--- src/rtl/bit_population_pkg.sv ---
// Shared definitions for the set-bit position serializer.
//   state_t       : two-state control FSM encoding (IDLE / BUSY)
//   DEFAULT_WIDTH : default input word width in bits
package bit_population_pkg;

    typedef enum logic {
        IDLE = 1'b0,
        BUSY = 1'b1
    } state_t;

    localparam int unsigned DEFAULT_WIDTH = 128;

endpackage

--- src/rtl/lsb_index_finder.sv ---
// Combinational lowest-set-bit locator.
// Ports:
//   data_i  [WIDTH-1:0]         word to search
//   idx_o   [$clog2(WIDTH)-1:0] index of the lowest set bit (0 when none)
//   any_o                       1 when data_i has at least one set bit
module lsb_index_finder #(
    parameter int unsigned WIDTH = 128
) (
    input  logic [WIDTH-1:0]         data_i,
    output logic [$clog2(WIDTH)-1:0] idx_o,
    output logic                     any_o
);

    localparam int unsigned IW = $clog2(WIDTH);

    logic          found;
    logic [IW-1:0] idx;

    // First hit scanning upward wins; later hits are masked by 'found'.
    always_comb begin
        found = 1'b0;
        idx   = '0;
        for (int unsigned i = 0; i < WIDTH; i++) begin
            if (data_i[i] && !found) begin
                idx   = IW'(i);
                found = 1'b1;
            end
        end
    end

    assign idx_o = idx;
    assign any_o = found;

endmodule

--- src/rtl/bit_position_serializer.sv ---
// Emits the bit positions of every set bit of an accepted word, LSB first,
// one beat per cycle under valid/ready flow control. A zero word yields a
// single beat flagged empty.
// Ports:
//   clk_i        clock (rising edge)
//   srst_i       synchronous active-high reset
//   data_i       input word
//   data_val_i   data_i valid; accepted when ready_o is also 1
//   ready_o      block is idle and can accept a word
//   idx_o        index of the current set bit
//   idx_val_o    beat valid
//   idx_ready_i  downstream accepts the beat
//   idx_last_o   final beat of the current word
//   empty_o      current word had no set bits
//   cnt_o        set bits emitted so far for this word, including this beat
module bit_position_serializer
    import bit_population_pkg::*;
#(
    parameter int unsigned WIDTH = DEFAULT_WIDTH
) (
    input  logic                     clk_i,
    input  logic                     srst_i,
    input  logic [WIDTH-1:0]         data_i,
    input  logic                     data_val_i,
    output logic                     ready_o,
    output logic [$clog2(WIDTH)-1:0] idx_o,
    output logic                     idx_val_o,
    input  logic                     idx_ready_i,
    output logic                     idx_last_o,
    output logic                     empty_o,
    output logic [$clog2(WIDTH):0]   cnt_o
);

    localparam int unsigned IW = $clog2(WIDTH);
    localparam int unsigned CW = IW + 1;
    localparam logic [WIDTH-1:0] ONE = WIDTH'(1);

    state_t           state, state_next;
    logic [WIDTH-1:0] mask, mask_next;
    logic [CW-1:0]    cnt, cnt_next;

    logic [IW-1:0]    lsb_idx;
    logic             lsb_any;
    logic [WIDTH-1:0] mask_rest;
    logic             at_last;

    lsb_index_finder #(
        .WIDTH (WIDTH)
    ) u_finder (
        .data_i (mask),
        .idx_o  (lsb_idx),
        .any_o  (lsb_any)
    );

    // Mask with its lowest set bit removed; zero means the current beat is
    // the final one (one bit left, or nothing at all).
    assign mask_rest = mask & (mask - ONE);
    assign at_last   = (mask_rest == '0);

    always_ff @(posedge clk_i) begin
        if (srst_i) begin
            state <= IDLE;
            mask  <= '0;
            cnt   <= '0;
        end else begin
            state <= state_next;
            mask  <= mask_next;
            cnt   <= cnt_next;
        end
    end

    // Beat outputs are forced to zero in IDLE so the idle/reset view is
    // clean even though mask==0 would otherwise look like a last beat.
    always_comb begin
        state_next = state;
        mask_next  = mask;
        cnt_next   = cnt;
        ready_o    = 1'b0;
        idx_val_o  = 1'b0;
        idx_o      = '0;
        idx_last_o = 1'b0;
        empty_o    = 1'b0;
        cnt_o      = '0;
        case (state)
            IDLE: begin
                ready_o = 1'b1;
                if (data_val_i) begin
                    mask_next  = data_i;
                    cnt_next   = '0;
                    state_next = BUSY;
                end
            end
            BUSY: begin
                idx_val_o  = 1'b1;
                idx_o      = lsb_idx;
                idx_last_o = at_last;
                empty_o    = !lsb_any;
                cnt_o      = cnt + CW'(lsb_any);
                if (idx_ready_i) begin
                    mask_next = mask_rest;
                    cnt_next  = cnt + CW'(lsb_any);
                    if (at_last) begin
                        state_next = IDLE;
                    end
                end
            end
            default: state_next = IDLE;
        endcase
    end

endmodule

--- config.mk ---
export PLATFORM = sky130hd
export DESIGN_NAME = bit_position_serializer
export DESIGN_NICKNAME = d
export VERILOG_FILES = /design/src/rtl/bit_population_pkg.sv /design/src/rtl/lsb_index_finder.sv /design/src/rtl/bit_position_serializer.sv
export SDC_FILE = /design/constraint.sdc
export NUM_CORES = 1
export LEC_CHECK = 0
export BUFFER_PORTS_ARGS = -buffer_cell sky130_fd_sc_hd__buf_2
export CORE_ASPECT_RATIO = 0.75
export CORE_MARGIN = 8
export CORE_UTILIZATION = 49
export DETAILED_ROUTE_END_ITERATION = 6
export PLACE_DENSITY = 0.8
export SYNTH_ARGS = -nofsm -noshare
export SYNTH_HDL_FRONTEND = slang
export SYNTH_SLANG_ARGS = --single-unit
--- constraint.sdc ---
create_clock -name clk_i -period 7.2 [get_ports clk_i]
set_input_delay 0.36 -clock clk_i [delete_from_list [all_inputs] [get_ports clk_i]]
set_output_delay 0.36 -clock clk_i [all_outputs]
set_load 0.05 [all_outputs]
==> flow_metrics.env, run 1 <==
export IMPL_dpl_instance_area_sq_um=10100
export IMPL_num_vias=11500
export IMPL_final_common_cell="nor2_1"
export IMPL_final_nets=1570
export IMPL_fin_ws_ns=1.43
export IMPL_setup_viol=0
export IMPL_power_frac_seq=0.388
export IMPL_dp_slack_ns=2.10
export IMPL_antenna_found_initial=0
export IMPL_synth_edf_count=0
export IMPL_clk_pin_slew_ns=0.06
export IMPL_fin_skew_ns=0.0125
export IMPL_crit_buf_inv=2
export IMPL_combPwrFrac=0.240
export IMPL_p_switching_uw=832
export IMPL_worstHoldStart="data_i[52]"
export IMPL_die_w_um=176
export IMPL_die_area_sq_um=23800
export IMPL_worstPathArrival_ns=5.41
export IMPL_cp_required_ns=6.84
export IMPL_cts_buffer_depth=2
export IMPL_p_leak_uw=0.00401
export IMPL_synthFlopType="dfxtp_1"
export IMPL_synth_nets=1487
export IMPL_p_int_uw=1540
export IMPL_vias_per_cell=6.80
export IMPL_r2r_cells=13
export IMPL_hold_buffers=0
export IMPL_grt_pass1_vias=10400
export IMPL_rows=43
export IMPL_grt_total_usage=0.311
export IMPL_critical_path_max_stage_delay_ns=0.80
export IMPL_vdd_ir_drop_max_uv=123
export IMPL_fmax_mhz=173
export IMPL_reg2reg_to="cnt[7]$_SDFFE_PP0P_"
export IMPL_dr_pass1_iters=6
export IMPL_ys_top_cells_by_area="dfxtp_1 29%, nor2_1 8.7%, a21oi_1 6.8%, nand2_1 5.5%, nor3_1 4.0%"
export IMPL_power_total_uw=2370
export IMPL_core_area_sq_um=18600
export IMPL_clk_insertion_delay_late_ns=0.44
export IMPL_synthCells=1353
export IMPL_critPathSlowestCell="nor3_2"
export IMPL_avgSynthCellArea_sq_um=6.92
export IMPL_numClockSinks=137
export IMPL_whs_endpoint="mask[52]$_SDFFE_PP0P_"
export IMPL_numCtsBuffers=17
export IMPL_worstMarginPinSlew_ns=1.08
export IMPL_grt_max_degree=81
export IMPL_area_delta_synth_final_pct=14.5
export IMPL_critPathTopFamily="simple AND/OR/NAND/NOR gates"
export IMPL_cts_tree="yes"
export IMPL_antennaDiodeCount=0
export IMPL_ys_seq_area_frac=0.293
export IMPL_hold_depth=3
export IMPL_power_density_nw_per_um2=222
export IMPL_synth_warnings=0
export IMPL_maxCapViolCount=0
export IMPL_min_path_type="in -> reg"
export IMPL_start_util=0.503
export IMPL_swShare=0.350
export IMPL_drv_slew=0
export IMPL_min_period_ns=5.77
export IMPL_critPathMaxFanout=18
export IMPL_stdcell_area_sq_um=10700
export IMPL_drive_gt1_frac=0.156
export IMPL_overflow=0
export IMPL_path_cells="nor4_2 > nand4_1 > nor3_2 > buf_4 > nand4_2 > or3_1 > nor2_1 > a221o_1 > o32ai_1 > a311oi_1 > buf_2"
export IMPL_place_congestion=1.04
export IMPL_cts_root_buf="clkbuf_16"
export IMPL_io_pins=151
export IMPL_port_buffers=150
export IMPL_power_frac_clock=0.372
export IMPL_die_h_um=136
export IMPL_ant_nets=0
export IMPL_r2r_setup_slack_ns=2.14
export IMPL_ctsResizeCount=0
export IMPL_crit_type="reg -> out"
export IMPL_rsz0062_at_grt="false"
export IMPL_async_flop_share=0
export IMPL_wirelength_mm=38.4
export IMPL_outcome="finished clean"
export IMPL_slew_headroom=0.274
export IMPL_yosysTopAreaCell="dfxtp_1"
export IMPL_most_common_layout_cells="212 x nor2_1, 149 x buf_2, 137 x nand2_1, 137 x dfxtp_1, 127 x a21oi_1"
export IMPL_regToRegStartpoint="mask[0]$_SDFFE_PP0P_"
export IMPL_grt_pass1_wl_mm=59.6
export IMPL_synth_cell_types=76
export IMPL_ys_ff_latch=137
export IMPL_htreeDepth=4
export IMPL_yosys_area_top_type_share=0.293
export IMPL_startpoint_type="register"
export IMPL_drt_iter0_drc=1860
export IMPL_drc=0
export IMPL_hold_viol=0
export IMPL_setup_tns_ns=0
export IMPL_worstSetupEndpointType="output pin"
export IMPL_cts_setup_buffers=0
export IMPL_mappedNetlistArea_sq_um=9370
export IMPL_post_dp_hpwl_mm=27.8
export IMPL_fillerInstances=1856
export IMPL_fin_crit_sh=0.802
export IMPL_wl_per_cell_um=22.6
==> logic make-up after synthesis <==
kind of cell / synth area share
AO/OA/AOI/OAI: 0.285
XOR/XNOR: 0.00561
adder cells (fa/ha/maj): 0.00695
buffers and inverters: 0.0565
flip-flops: 0.293
multiplexers: 0.0203
AND/OR/NAND/NOR: 0.333
==> worst min-delay path, cell delays in order <==
cell     delay [ns]
buf_2          0.08
a21oi_1        0.05
nor2_1         0.07
==> per-stage QoR <==
stage,utilization,std cells,hold slack (ns)
2_1_floorplan,-,1353,0.458
3_3_place_gp,0.545,1664,0.474
3_5_place_dp,0.545,1664,0.481
4_1_cts,0.576,1696,0.154
5_1_grt,0.576,1696,0.173
6_report,0.576,1696,0.160
==> power groups by stage <==
stage               Sequential (uW)  Clock, uW  Combinational [uW]
finish                          922        883                 570
global route                    930        915                 615
CTS                             915        882                 551
detailed placement              930          0                 546
global placement                929          0                 544
floorplan                       878          0                 407
==> cell type report <==
| cell class | count | area [sq um] | area share |
|---|---|---|---|
| Sequential cell | 137 | 2740 | 0.256 |
| Clock buffer | 21 | 460 | 0.0430 |
| Timing Repair Buffer | 162 | 843 | 0.0787 |
| Clock inverter | 11 | 123 | 0.0114 |
| Inverter | 35 | 131 | 0.0123 |
| Tap cell | 247 | 309 | 0.0288 |
| Multi-Input combinational cell | 1083 | 6110 | 0.570 |
==> registers in the layout (all words and copies together) (netlist names) <==
| register | count |
|---|---|
| cnt | 8 |
| state | 1 |
| mask | 128 |
==> synthesized netlist by cell type (all sizes together), types with 5 or more instances <==
cell / count
o311ai: 12
a311oi: 5
and2: 6
a31oi: 8
or3: 14
and3: 10
a21oi: 127
o211ai: 22
o32ai: 9
a221oi: 15
a2111oi: 13
nand4: 30
buf: 17
nor3: 76
o21ai: 67
o2111ai: 5
dfxtp: 137
o21bai: 6
o31ai: 10
or4: 11
inv: 35
nor4: 54
o21a: 10
nor2b: 5
a211oi: 17
nor2: 216
nand3: 59
o22a: 5
clkbuf: 81
a22oi: 19
o22ai: 11
mux2i: 19
nand4b: 5
or2: 14
nand2: 138
==> how the worst max path moves through the flow <==
stage	start	cells past startpoint	to	slack, ns
floorplan	mask[78]$_SDFFE_PP0P_	13	cnt_o[4]	2.86
global placement	mask[100]$_SDFFE_PP0P_	12	cnt_o[6]	2.12
detailed placement	mask[8]$_SDFFE_PP0P_	12	cnt_o[6]	2.10
CTS	mask[8]$_SDFFE_PP0P_	12	cnt_o[6]	1.63
global route	mask[8]$_SDFFE_PP0P_	11	idx_o[0]	1.18
finish	mask[0]$_SDFFE_PP0P_	11	idx_o[0]	1.43
==> routing by layer <==
metal,part of all wire,global-route usage,up-vias,wire [um]
met5,0,0,-,0
met1,0.44,0.448,5327,16700
met2,0.40,0.421,841,15200
met3,0.13,0.0908,115,5070
li1,-,-,5245,-
met4,0.037,0.124,0,1420
No activity file was read; power rests on OpenSTA's default activity.
==> inputs of run 2 (changes only) <==
==> constraint.sdc (replaced) <==
create_clock -name clk_i -period 5.5 [get_ports clk_i]
set_input_delay 0.275 -clock clk_i [delete_from_list [all_inputs] [get_ports clk_i]]
set_output_delay 0.275 -clock clk_i [all_outputs]
set_load 0.05 [all_outputs]
==> run 2 against run 1 <==
  * Combinational power increased by 32%
  * First-iteration DRC count increased by 3.8%
  * Via count decreased by 0.16%
  * Register-to-register slack got worse by 1.2 ns
  * Non-clock buffer count increased by 7
  * Critical endpoint is now idx_last_o
  * Largest cell class unchanged
==> flow_metrics.env, run 2 (same netlist as run 1, synthesis figures left out) <==
export IMPL_ctsResizeCount=0
export IMPL_die_area_sq_um=23800
export IMPL_cp_depth=10
export IMPL_wl_per_cell_um=22.5
export IMPL_final_core_util=0.582
export IMPL_drv_slew=0
export IMPL_grt_pass1_wl_mm=58.9
export IMPL_place_congestion=1.07
export IMPL_num_vias=11500
export IMPL_power_total_uw=3200
export IMPL_cts_setup_buffers=0
export IMPL_hold_viol=0
export IMPL_vias_per_cell=6.76
export IMPL_most_common_layout_cells="212 x nor2_1, 149 x buf_2, 137 x nand2_1, 136 x dfxtp_1, 127 x a21oi_1"
export IMPL_dpl_instance_area_sq_um=10200
export IMPL_post_dp_hpwl_mm=27.9
export IMPL_stdcell_area_sq_um=10800
export IMPL_drt_iter0_drc=1931
export IMPL_numClockSinks=137
export IMPL_grt_total_usage=0.309
export IMPL_min_period_ns=5.32
export IMPL_area_delta_synth_final_pct=15.6
export IMPL_critPathTopFamily="simple AND/OR/NAND/NOR gates"
export IMPL_min_path_type="in -> reg"
export IMPL_ant_nets=0
export IMPL_worstMarginPinSlew_ns=1.05
export IMPL_start_util=0.503
export IMPL_fin_skew_ns=0.00796
export IMPL_p_leak_uw=0.00408
export IMPL_antennaDiodeCount=0
export IMPL_fillerInstances=1839
export IMPL_wirelength_mm=38.2
export IMPL_dr_pass1_iters=6
export IMPL_io_pins=151
export IMPL_grt_max_degree=89
export IMPL_final_nets=1577
export IMPL_cts_root_buf="clkbuf_16"
export IMPL_critPathSlowestCell="nor4_1"
export IMPL_drc=0
export IMPL_drive_gt1_frac=0.162
export IMPL_core_area_sq_um=18600
export IMPL_startpoint_type="register"
export IMPL_setup_tns_ns=0
export IMPL_numCtsBuffers=17
export IMPL_clk_pin_slew_ns=0.06
export IMPL_r2r_cells=14
export IMPL_clk_insertion_delay_late_ns=0.44
export IMPL_htreeDepth=4
export IMPL_crit_buf_inv=1
export IMPL_critical_path_max_stage_delay_ns=0.67
export IMPL_hold_buffers=0
export IMPL_worstPathArrival_ns=5.04
export IMPL_grt_use_met2=0.426
export IMPL_antenna_found_initial=0
export IMPL_fin_crit_sh=0.966
export IMPL_maxCapViolCount=0
export IMPL_cp_required_ns=5.22
export IMPL_hold_depth=3
export IMPL_port_buffers=150
export IMPL_crit_type="reg -> out"
export IMPL_critPathMaxFanout=7
export IMPL_cts_buffer_depth=2
export IMPL_reg_largest_list="mask: 128 flops, cnt: 8 flops, state: 1 flops"
export IMPL_outcome="finished clean"
export IMPL_rsz0062_at_grt="false"
export IMPL_regMostFlops="mask"
export IMPL_grtUsageMet3=0.107
export IMPL_grt_pass1_vias=10300
export IMPL_setup_viol=0
export IMPL_grtUsageMet1=0.440
export IMPL_vdd_ir_drop_max_uv=155
export IMPL_die_w_um=176
export IMPL_grt_busiest_layer="met1"
export IMPL_path_cells="nor4_1 > nand4_1 > nor4_4 > nand3_1 > o32ai_1 > o32ai_1 > a2111oi_0 > nand4_1 > nor2_1 > buf_2"
export IMPL_fmax_mhz=188
export IMPL_rows=43
export IMPL_overflow=0
export IMPL_slew_headroom=0.301
export IMPL_worstSetupEndpointType="output pin"
export IMPL_final_common_cell="nor2_1"
export IMPL_power_density_nw_per_um2=295
export IMPL_die_h_um=136
export IMPL_largest_register_ffs=128
export IMPL_cts_tree="yes"
export IMPL_hold_slack_ns=0.0722
[run 2: cell types whose count changed in the layout (fill, tap and decap cells not counted), moves of 2 or more]
cell / delta
clkbuf_1: -2
inv_6: +2
inv_8: +2
buf_4: +6
clkinv_4: +2
clkinv_2: -3
[run 2: report_power, final]
| part | total (uW) | internal [uW] | switching, uW |
|---|---|---|---|
| Clock | 1240 | 737 | 504 |
| Combinational | 755 | 272 | 484 |
| Sequential | 1200 | 1060 | 139 |
| Total | 3200 | 2070 | 1130 |
[run 2: cell type report]
type,instances,area [sq um],area share
Multi-Input combinational cell,1083,6110,0.564
Sequential cell,137,2740,0.253
Timing Repair Buffer,169,908,0.0839
Clock buffer,18,439,0.0405
Tap cell,247,309,0.0285
Clock inverter,14,188,0.0173
Inverter,35,131,0.0121
[run 2: final timing paths]
| path | start | to | slack (ns) |
|---|---|---|---|
| worst min register to register | mask[36]$_SDFFE_PP0P_ | mask[36]$_SDFFE_PP0P_ | 0.50 |
| worst max-delay path | mask[49]$_SDFFE_PP0P_ | idx_last_o | 0.18 |
| worst min-delay path | data_i[82] | mask[82]$_SDFFE_PP0P_ | 0.07 |
| worst max register to register | mask[49]$_SDFFE_PP0P_ | cnt[5]$_SDFFE_PP0P_ | 0.95 |
[run 2: metrics by stage]
step,setup WS [ns],instances
2_1_floorplan,1.21,1353
5_1_grt,0.00476,1703
3_3_place_gp,0.931,1671
6_report,0.185,1703
3_5_place_dp,0.955,1671
4_1_cts,0.492,1703
[run 2: layer usage]
| metal | wire length [um] | up-vias |
|---|---|---|
| met3 | 5200 | 109 |
| met1 | 16600 | 5313 |
| met2 | 15300 | 825 |
| li1 | - | 5263 |
| met5 | 0 | - |
| met4 | 1120 | 0 |
[run 2: worst min-delay path: stages]
cell	delay, ns
buf_2	0.08
a21oi_1	0.05
nor2_1	0.07
==> inputs of run 3 (changes only) <==
--- a/config.mk
+++ b/config.mk
@@ -8,9 +8,11 @@
 export BUFFER_PORTS_ARGS = -buffer_cell sky130_fd_sc_hd__buf_2
 export CORE_ASPECT_RATIO = 0.75
 export CORE_MARGIN = 8
-export CORE_UTILIZATION = 49
+export CORE_UTILIZATION = 50
+export CTS_CLUSTER_DIAMETER = 200
 export DETAILED_ROUTE_END_ITERATION = 6
-export PLACE_DENSITY = 0.8
+export GPL_TIMING_DRIVEN = 0
+export PLACE_DENSITY = 0.81
 export SYNTH_ARGS = -nofsm -noshare
 export SYNTH_HDL_FRONTEND = slang
 export SYNTH_SLANG_ARGS = --single-unit
==> run 3 against run 2 <==
  * Non-clock buffer count rose by 80
  * Cell area grew 2.6%
  * Fmax down 1.6%
  * Combinational power up 22%
  * First-iteration DRC count up 23%
  * Sequential share of layout area is 0.64 points lower
  * Flip-flop and latch count did not move
  * Core utilization up 2.2 points
  * Worst hold slack worse by 0.0051 ns
  * Cell count increased by 4.7%
  * Register-to-register slack got worse by 0.21 ns
  * Routed wire length increased by 32%
  * Critical path type unchanged
==> flow_metrics.env, run 3 (same netlist as run 1, synthesis figures left out) <==
export IMPL_outcome="finished clean"
export IMPL_finalNonFillerCells=1783
export IMPL_final_nets=1657
export IMPL_wirelength_mm=50.5
export IMPL_setup_tns_ns=0
export IMPL_power_density_nw_per_um2=301
export IMPL_p_leak_uw=0.00416
export IMPL_regToRegStartpoint="mask[9]$_SDFFE_PP0P_"
export IMPL_fin_skew_ns=0.0123
export IMPL_start_util=0.509
export IMPL_min_period_ns=5.40
export IMPL_cts_buffer_depth=2
export IMPL_r2r_cells=16
export IMPL_cp_required_ns=5.22
export IMPL_die_w_um=174
export IMPL_regMostFlops="mask"
export IMPL_min_path_type="in -> reg"
export IMPL_most_common_layout_cells="215 x nor2_1, 158 x buf_2, 138 x nand2_1, 137 x dfxtp_1, 127 x a21oi_1"
export IMPL_largest_register_ffs=128
export IMPL_numClockSinks=137
export IMPL_antennaDiodeCount=0
export IMPL_dr_pass1_iters=7
export IMPL_post_dp_hpwl_mm=37.6
export IMPL_clk_pin_slew_ns=0.07
export IMPL_htreeDepth=4
export IMPL_fin_crit_sh=0.983
export IMPL_rsz0062_at_grt="false"
export IMPL_area_delta_synth_final_pct=18.6
export IMPL_overflow=0
export IMPL_whs_endpoint="mask[39]$_SDFFE_PP0P_"
export IMPL_critPathSlowestCell="nor4_4"
export IMPL_worstMarginPinSlew_ns=1.32
export IMPL_dp_cells=1749
export IMPL_drv_slew=0
export IMPL_grt_pass1_wl_mm=72.8
export IMPL_path_cells="clkbuf_1 > nor4_4 > nand4_1 > nor3_2 > buf_2 > buf_4 > nand4_1 > o32ai_1 > a221oi_1 > a21oi_1 > o32ai_1 > a311oi_1 > buf_2"
export IMPL_r2r_setup_slack_ns=0.74
export IMPL_vias_per_cell=7.17
export IMPL_ant_nets=0
export IMPL_hold_depth=3
export IMPL_die_area_sq_um=23400
export IMPL_fin_ws_ns=0.0961
export IMPL_grt_max_degree=17
export IMPL_reg2reg_to="cnt[5]$_SDFFE_PP0P_"
export IMPL_startpoint_type="register"
export IMPL_drive_gt1_frac=0.150
export IMPL_antenna_found_initial=0
export IMPL_place_congestion=1.11
export IMPL_hold_slack_ns=0.0671
export IMPL_rows=43
export IMPL_maxCapViolCount=0
export IMPL_core_area_sq_um=18400
export IMPL_critical_path_max_stage_delay_ns=0.52
export IMPL_io_pins=151
export IMPL_num_vias=12800
export IMPL_worstSetupEndpointType="output pin"
export IMPL_cts_tree="yes"
export IMPL_drc=0
export IMPL_crit_type="reg -> out"
export IMPL_drt_iter0_drc=2379
export IMPL_wl_per_cell_um=28.3
export IMPL_dp_slack_ns=0.227
export IMPL_critPathMaxFanout=10
export IMPL_worstHoldStart="data_i[39]"
export IMPL_cts_root_buf="clkbuf_16"
export IMPL_fmax_mhz=185
export IMPL_setup_viol=0
export IMPL_hold_viol=0
export IMPL_vdd_ir_drop_max_uv=189
export IMPL_multiInputGateArea_sq_um=6150
export IMPL_final_common_cell="nor2_1"
export IMPL_fillerInstances=1764
export IMPL_clk_insertion_delay_late_ns=0.44
export IMPL_slew_headroom=0.118
export IMPL_seqCellArea_sq_um=2740
export IMPL_reg_largest_list="mask: 128 flops, cnt: 8 flops, state: 1 flops"
export IMPL_die_h_um=135
export IMPL_numCtsBuffers=17
export IMPL_grt_total_usage=0.409
export IMPL_worstPathArrival_ns=5.13
export IMPL_grt_pass1_vias=11500
export IMPL_port_buffers=149
export IMPL_hold_buffers=0
run 3: through the flow:
| stage | total power, uW | utilization | area [sq um] |
|---|---|---|---|
| floorplan | 1680 | - | 9370 |
| CTS | 3250 | 0.600 | 11000 |
| global placement | 2020 | 0.566 | 10400 |
| detailed placement | 2030 | 0.566 | 10400 |
| global route | 3410 | 0.604 | 11100 |
| finish | 3350 | 0.604 | 11100 |
run 3: per-layer routing:
layer / track usage / vias up / wire length, um / part of all wire
li1: - / 5421 / - / -
met1: 0.548 / 5848 / 19600 / 0.39
met2: 0.555 / 1264 / 19200 / 0.38
met3: 0.155 / 244 / 8500 / 0.17
met4: 0.219 / 0 / 3100 / 0.061
met5: 0 / - / 0 / 0
run 3: final cells by class:
class	count	share of cell area
Clock buffer	17	0.0383
Multi-Input combinational cell	1083	0.554
Tap cell	247	0.0278
Inverter	35	0.0118
Buffer	98	0.0358
Clock inverter	15	0.0170
Sequential cell	137	0.247
Timing Repair Buffer	151	0.0685
run 3: report_power, final:
part,leakage (uW),internal (uW),switching [uW]
clock,0.000301,725,536
sequential,0.00113,1060,104
combinational,0.00273,286,634
total,0.00416,2070,1270
run 3: how the worst max path moves through the flow:
stage	from	end	slack [ns]	cells after the start
4_1_cts	mask[9]$_SDFFE_PP0P_	idx_o[0]	0.04	13
5_1_grt	mask[28]$_SDFFE_PP0P_	idx_last_o	0.03	13
2_1_floorplan	mask[78]$_SDFFE_PP0P_	cnt[4]$_SDFFE_PP0P_	1.21	15
3_3_place_gp	mask[25]$_SDFFE_PP0P_	idx_last_o	0.15	13
3_5_place_dp	mask[25]$_SDFFE_PP0P_	idx_last_o	0.23	13
6_report	mask[9]$_SDFFE_PP0P_	idx_o[0]	0.1	13
run 3: critical path, delay by kind of cell (launching register included):
| family | cells | cell delay, ns |
|---|---|---|
| flip-flops | 1 | 0.30 |
| AND/OR/NAND/NOR | 4 | 1.74 |
| buffers and inverters | 4 | 1.18 |
| AO/OA/AOI/OAI | 5 | 1.46 |
run 3: repair_timing:
item | in CTS | in global routing
pin swaps | 0 | 1
resized for setup | 2 | 7
endpoints found under the hold margin | 0 | 0
buffers inserted | 0 | 2
setup endpoints to repair | 1 | 13
